<file path="src/rtl/man_charge_meter.sv">
// Jump-charge meter: builds a charge level while the game FSM accumulates,
// latches it on release, then decays the squeeze level back to zero.
module man_charge_meter #(
   parameter int         PRESCALE_DIV = 524288,
   parameter int         CNT_W        = 4,
   parameter int         LVL_W        = 3,
   parameter logic [2:0] ACCU_CODE    = 3'd1,
   parameter bit         PINGPONG     = 1'b0,
   parameter int         DECAY_STEP   = 2
) (
   input  logic             clk_machine,
   input  logic             rst_machine,
   input  logic [2:0]       state,
   output logic [LVL_W-1:0] o_level,
   output logic [CNT_W-1:0] o_charge,
   output logic             o_charge_valid,
   output logic             o_full,
   output logic             o_busy
);

   localparam int               PRE_W    = $clog2(PRESCALE_DIV);
   localparam logic [PRE_W-1:0] PRE_LAST = PRE_W'(PRESCALE_DIV - 1);
   localparam logic [CNT_W-1:0] CNT_MAX  = {CNT_W{1'b1}};
   localparam logic [CNT_W-1:0] CNT_ZERO = {CNT_W{1'b0}};
   localparam logic             DIR_UP   = 1'b0;
   localparam logic             DIR_DOWN = 1'b1;

   typedef enum logic [1:0] {
      ST_IDLE    = 2'd0,
      ST_CHARGE  = 2'd1,
      ST_RELEASE = 2'd2
   } st_t;

   st_t              r_st;
   st_t              w_st_nxt;
   logic [CNT_W-1:0] r_cnt;
   logic [CNT_W-1:0] w_cnt_nxt;
   logic [CNT_W-1:0] w_cnt_dec;
   logic [PRE_W-1:0] r_pre;
   logic [PRE_W-1:0] w_pre_nxt;
   logic             r_dir;
   logic             w_dir_nxt;
   logic [CNT_W-1:0] r_charge;
   logic             r_valid;
   logic             w_latch;
   logic             w_tick;
   logic             w_accu;

   // Saturating subtract so the decay never wraps below zero.
   function automatic logic [CNT_W-1:0] f_decay(input logic [CNT_W-1:0] cnt);
      logic [CNT_W:0] step;
      step = (CNT_W+1)'(DECAY_STEP);
      if ({1'b0, cnt} > step) begin
         f_decay = cnt - step[CNT_W-1:0];
      end else begin
         f_decay = CNT_ZERO;
      end
   endfunction

   assign w_tick    = (r_pre == PRE_LAST);
   assign w_accu    = (state == ACCU_CODE);
   assign w_cnt_dec = f_decay(r_cnt);

   // Next-state and datapath decode.
   always_comb begin
      w_st_nxt  = r_st;
      w_cnt_nxt = r_cnt;
      w_dir_nxt = r_dir;
      w_pre_nxt = w_tick ? {PRE_W{1'b0}} : (r_pre + PRE_W'(1));
      w_latch   = 1'b0;
      case (r_st)
         ST_IDLE: begin
            w_cnt_nxt = CNT_ZERO;
            w_dir_nxt = DIR_UP;
            w_pre_nxt = {PRE_W{1'b0}};
            if (w_accu) begin
               w_st_nxt = ST_CHARGE;
            end else begin
               w_st_nxt = ST_IDLE;
            end
         end
         ST_CHARGE: begin
            if (!w_accu) begin
               // Latch the pre-tick value; a coincident tick is dropped.
               w_latch  = 1'b1;
               w_st_nxt = ST_RELEASE;
            end else if (w_tick) begin
               if (PINGPONG) begin
                  if (r_cnt == CNT_MAX) begin
                     w_cnt_nxt = r_cnt - CNT_W'(1);
                     w_dir_nxt = DIR_DOWN;
                  end else if (r_cnt == CNT_ZERO) begin
                     w_cnt_nxt = r_cnt + CNT_W'(1);
                     w_dir_nxt = DIR_UP;
                  end else if (r_dir == DIR_DOWN) begin
                     w_cnt_nxt = r_cnt - CNT_W'(1);
                  end else begin
                     w_cnt_nxt = r_cnt + CNT_W'(1);
                  end
               end else if (r_cnt != CNT_MAX) begin
                  w_cnt_nxt = r_cnt + CNT_W'(1);
               end else begin
                  w_cnt_nxt = r_cnt;
               end
            end else begin
               w_st_nxt = ST_CHARGE;
            end
         end
         ST_RELEASE: begin
            if (w_accu) begin
               w_st_nxt  = ST_CHARGE;
               w_pre_nxt = {PRE_W{1'b0}};
               w_dir_nxt = DIR_UP;
            end else if (r_cnt == CNT_ZERO) begin
               w_st_nxt  = ST_IDLE;
               w_pre_nxt = {PRE_W{1'b0}};
            end else if (w_tick) begin
               w_cnt_nxt = w_cnt_dec;
               if (w_cnt_dec == CNT_ZERO) begin
                  w_st_nxt  = ST_IDLE;
                  w_pre_nxt = {PRE_W{1'b0}};
               end else begin
                  w_st_nxt = ST_RELEASE;
               end
            end else begin
               w_st_nxt = ST_RELEASE;
            end
         end
         default: begin
            w_st_nxt  = ST_IDLE;
            w_cnt_nxt = CNT_ZERO;
            w_dir_nxt = DIR_UP;
            w_pre_nxt = {PRE_W{1'b0}};
         end
      endcase
   end

   // State, counter, prescaler and release-latch registers.
   always_ff @(posedge clk_machine) begin
      if (!rst_machine) begin
         r_st     <= ST_IDLE;
         r_cnt    <= CNT_ZERO;
         r_pre    <= {PRE_W{1'b0}};
         r_dir    <= DIR_UP;
         r_charge <= CNT_ZERO;
         r_valid  <= 1'b0;
      end else begin
         r_st    <= w_st_nxt;
         r_cnt   <= w_cnt_nxt;
         r_pre   <= w_pre_nxt;
         r_dir   <= w_dir_nxt;
         r_valid <= w_latch;
         if (w_latch) begin
            r_charge <= r_cnt;
         end else begin
            r_charge <= r_charge;
         end
      end
   end

   assign o_level        = r_cnt[CNT_W-1 -: LVL_W];
   assign o_charge       = r_charge;
   assign o_charge_valid = r_valid;
   assign o_full         = (r_cnt == CNT_MAX);
   assign o_busy         = (r_st != ST_IDLE);

endmodule

</file>
<file path="config.mk">
export PLATFORM = sky130hd
export DESIGN_NAME = man_charge_meter
export DESIGN_NICKNAME = d
export VERILOG_FILES = /design/src/rtl/man_charge_meter.sv
export SDC_FILE = /design/constraint.sdc
export NUM_CORES = 1
export LEC_CHECK = 0
export ABC_CLOCK_PERIOD_IN_PS = 2300
export CORE_MARGIN = 2
export CORE_UTILIZATION = 30
export DETAILED_ROUTE_END_ITERATION = 12
export PLACE_DENSITY = 0.54
export SLEW_MARGIN = 20
export SYNTH_ARGS = -nofsm -noshare
export SYNTH_HDL_FRONTEND = slang
export SYNTH_SLANG_ARGS = --single-unit
</file>
<file path="constraint.sdc">
create_clock -name clk_machine -period 2.3 [get_ports clk_machine]
set_clock_uncertainty 0.15 [all_clocks]
set_input_delay 0.345 -clock clk_machine [delete_from_list [all_inputs] [get_ports clk_machine]]
set_output_delay 0.345 -clock clk_machine [all_outputs]
set_load 0.01 [all_outputs]
</file>
* After elaboration in Yosys (flattened, before gate mapping)
Cells that the tools add are included.
** Word-level totals
- Register bits after elaboration :: 30
- Input bits :: 5
- Output and inout bits :: 10
- Word-level logic and storage cells :: 51
** Cells by class
- Add/sub/neg operators :: 3
- $lt $le $gt $ge :: 1
- Equal/unequal tests :: 13
- Muxes and demuxes :: 24
- Reduce and logical (&&, ||, !) cells :: 5
** Operator list (number)
- $mux 19 :: 5
- $pmux 19 s2 :: 1
- $mux 4 :: 7
- $add 19x1->19 const B :: 1
- $eq 19x19->1 const B :: 1
- $mux 2 :: 6
- $ne 2x2->1 const B :: 6
- $logic_not 4->1 :: 2
- $pmux 4 s2 :: 1
- $pmux 2 s3 :: 1
- $reduce_and 6->1 :: 1
- $add 4x1->4 const B :: 1
- $eq 4x4->1 const B :: 1
- $gt 4x2->1 const B :: 1
- $ne 4x4->1 const B :: 1
- $sub 4x2->4 const B :: 1
- $eq 3x1->1 const B :: 1
- $mux 1 :: 3
- $ne 3x3->1 const B :: 1
- $eq 2x1->1 const B :: 1
- $eq 2x2->1 const B :: 1
- $logic_not 2->1 :: 1
- $reduce_bool 2->1 :: 1

* Logic depth before layout (Yosys ltp)
- Word-level depth :: 8
- Depth in mapped cells :: 8
- Mapped depth without buffers :: 7

* Worst setup path after synthesis
Ideal clock, no wire load.
- Path type :: register to register
- Start :: reg r_cnt[1]
- End :: reg r_pre[10]
- Setup time :: 0.064 ns
- Data arrival time :: 1.684 ns
- Required time :: 2.086 ns
- Path slack :: 0.402 ns
- Cell stages (with the launch flop) :: 8
- Path buffers :: 1
- Clock period less this slack :: 1.898 ns
- Cell sequence :: dfxtp_1 > inv_1 > ha_1 > nor3b_1 > nor3b_1 > o2111ai_4 > buf_8 > nor2_1
** Between the ends
- Longest elaborated chain between the ends :: 8
- Elaborated cells between the ends (all ways) :: 10
- Those cells by class :: add/sub: 1; order compare: 1; mux: 6; reduce/logical: 2
** RTL lines
- from (decl) :: RTL line 36 : logic [CNT_W-1:0] r_cnt;
- from (signal assigned) :: RTL line 149 : r_cnt <= w_cnt_nxt;
- $sub 4x2->4 / $gt 4x2->1 (equally long branches) :: RTL line 54, 53
- $mux 4 :: RTL line 53 : if ({1'b0, cnt} > step) begin
- $logic_not 4->1 :: RTL line 119 : if (w_cnt_dec == CNT_ZERO) begin
- $mux 19 :: RTL line 119
- $mux 19 :: RTL line 117 : end else if (w_tick) begin
- $mux 19 * :: RTL line 114 : end else if (r_cnt == CNT_ZERO) begin
- $mux 19 * :: RTL line 110 : if (w_accu) begin
- $pmux 19 s2 * :: RTL line 71 : case (r_st)
- to (signal assigned) :: RTL line 143 : r_pre <= {PRE_W{1'b0}};
- to (signal assigned) :: RTL line 150 : r_pre <= w_pre_nxt;
- to (decl) :: RTL line 39 : logic [PRE_W-1:0] r_pre;
Every way passes the cells marked *; elsewhere a longest branch is shown, timed or not.
A chain may end at the register's enable or synchronous reset.

* Worst setup path after layout
- Start :: reg r_cnt[0]
- End :: out o_full
** Between the ends
- Longest elaborated chain between the ends :: 1
** RTL lines
- $eq 4x4->1 :: RTL line 164 : assign o_full = (r_cnt == CNT_MAX);
- to (decl) :: RTL line 17 : output logic o_full,
Every way passes these cells.

==> flow_summary.yaml <==
drt:
  dr.pass1.iters: 4
  drcViolationCount: 0
  ant_nets: 0
  vias: 1249
  vias_per_cell: 4.59
  drt-initial-drc-count: 52
  routed_wl_um: 3090
  wl_per_cell_um: 11.3
sta:
  fin_crit_sh: 0.950
  worst_slew_pin_slew_ps: 547
  max_freq_mhz: 457
  drv_slew: 0
  setup_viol: 0
  rsz0062_at_grt: "no"
  setup_tns_ps: 0
  min_period_ps: 2190
  hold_viol: 0
  relSlewSlack: 0.635
status:
  status: "completed"
logic_synthesis:
  yosysTopAreaCell: "dfxtp_1"
  syn_inst: 184
  yosys_warnings: 0
  avgSynthCellArea_um2: 8.77
  synthFlopType: "dfxtp_1"
  synth.most_common_cell: "nor2_1"
  synthDistinctLibCells: 37
  synthTopCellsByArea: "dfxtp_1 (37%), xor2_1 (8.1%), ha_1 (7.8%), nor2_1 (7.4%), nand2_1 (4.0%)"
  synth_top_cell_area_share: 0.372
  async_flop_share: 0
  synth_seq_cells: 30
  syn-num-nets: 199
  yosys-top-cells-count: "nor2_1 (32), dfxtp_1 (30), nand2_1 (17)"
  synth_edf_count: 0
  yosysSeqAreaShare: 0.372
  synth.cell_area_mm2: 0.00161
critical_path:
  endpoint: "o_full"
  critPathBufInv: 1
  crit_slowest_cell: "clkdlybuf4s50_1"
  r2r-start: "r_cnt[0]"
  critPathArrivalTime_ps: 1690
  criticalPathCategory: "reg -> out"
  worstPathMaxFanout: 8
  start_kind: "flop"
  cp.depth: 3
  cp-end-kind: "primary output"
  critPathTopFamily: "buffers and inverters"
  timing.rr.end: "r_pre[9]"
  max_stage_delay_ps: 540
  reg2reg_slack_ps: 310
  cp-startpoint: "r_cnt[0]"
  cp.required_ps: 1800
  crit_path_cell_trace: "ha_1 > and3_1 > clkdlybuf4s50_1"
  worstRegToRegCells: 6
power_and_ir_drop:
  switchingPower_mw: 0.215
  p_int_mw: 0.741
  clkPwrFrac: 0.414
  p_per_area_mw_per_mm2: 502
  combPwrFrac: 0.041
  seq_power_share: 0.545
  leakage_nw: 0.749
  vdd_ir_drop_max_uv: 329
  swShare: 0.225
  finalPower_mw: 0.957
clock_tree:
  clock_sinks: 30
  cts_tree: "yes"
  clock_latency_ps: 280
  cts_root_buf: "clkbuf_8"
  cts_hold_buf: 0
  clk_pin_slew_ps: 60
  h-tree-depth: 2
  clockBufferDepth: 2
  post_cts_buffers: 0
  cts_buffers: 5
cells_and_area:
  fin_area_mm2: 0.00190
  area_growth_pct: 18.1
  diodes: 0
  final_layout_size_suffix_gt1_frac: 0.0990
  final_nets: 217
floorplan:
  fp.dieH_um: 77.3
  die-area_mm2: 0.00598
  fp.dieW_um: 77.3
  core_area_mm2: 0.00514
  ios: 15
  placementRows: 26
  start_util: 0.314
placed_design:
  place_area_mm2: 0.00182
  dp_hpwl_um: 2230
  port-buffer-count: 14
  gp_congestion: 0.795
global_routing:
  grt_pass1_wl_um: 5580
  grt_pass1_vias: 1214
  grt_usage: 0.115
  grt_max_degree: 20
  grt-ovfl-total: 0
  antenna_found_initial: 0
worst_hold_path:
  hold_path_depth: 1
  hold_path_class: "reg -> reg"
flow_run:
  maxCapViolCount: 0
## layer usage
layer  vias up  GRT usage  share of wire
met5         -          0              0
met4         0     0.0482          0.017
met3         6     0.0294          0.036
met2        21      0.178           0.43
met1       562      0.153           0.51
li1        660          -              -
## worst min path at each step
stage / start / end / slack (ps)
final: r_pre[0] / r_pre[0] / 330
after global routing: r_pre[0] / r_pre[0] / 380
after CTS: r_pre[0] / r_pre[0] / 340
after detailed placement: r_pre[0] / r_pre[0] / 320
after global placement: o_charge[2] / o_charge[2] / 320
after floorplan: r_pre[0] / r_pre[0] / 290
## logic make-up after synthesis
kind of cell	share of synthesized area
AOI/OAI and AO/OA	0.109
xor gates and xnor gates	0.0923
adders and majority gates	0.0776
buffers and inverters	0.0636
DFF	0.372
muxes	0.0248
and+or+nand+nor	0.261
## final cells by class
cell class	count	area, um^2
Clock buffer	5	68.8
Clock inverter	2	10.0
Fill cell	566	3240
Inverter	10	37.5
Multi-Input combinational cell	135	915
Sequential cell	30	601
Tap cell	70	87.6
Timing Repair Buffer	20	185
## power by group through the flow
| stage | Clock (mW) | Sequential (mW) | Combinational, mW |
|---|---|---|---|
| 5_1_grt | 0.438 | 0.521 | 0.0431 |
| 3_3_place_gp | 0 | 0.533 | 0.0395 |
| 6_report | 0.396 | 0.522 | 0.0388 |
| 3_5_place_dp | 0 | 0.533 | 0.0396 |
| 2_1_floorplan | 0 | 0.533 | 0.0219 |
| 4_1_cts | 0.410 | 0.521 | 0.0395 |
## flip-flops by register name (all words and copies together), names as in the netlist
signal and cells:
r_pre 19, o_charge 4, r_cnt 4, r_st 2, o_charge_valid 1
## cell usage in the layout (no fill, tap or decap), types with 6 or more instances in the layout
cell type,Yosys,routed
clkdlybuf4s50_1,0,14
and3_1,6,6
nor2_1,32,32
dfxtp_1,30,30
xor2_1,15,15
inv_1,10,10
nand2_1,17,17
ha_1,10,10
nand3_1,9,9
buf_4,3,6
## metrics by stage
step | std cells | hold WS [ps] | util | setup slack [ps]
2_1_floorplan | 184 | 288 | - | 402
3_3_place_gp | 265 | 318 | 0.354 | 180
3_5_place_dp | 265 | 324 | 0.354 | 166
4_1_cts | 272 | 338 | 0.370 | 99.0
5_1_grt | 272 | 380 | 0.370 | 13.5
6_report | 272 | 330 | 0.370 | 114
## what timing repair did
item / in CTS / in global routing
setup endpoints to repair: 0 / 16
gates resized for setup: 0 / 1
endpoints found under the hold margin: 0 / 0
No activity file was read; power rests on OpenSTA's default activity.
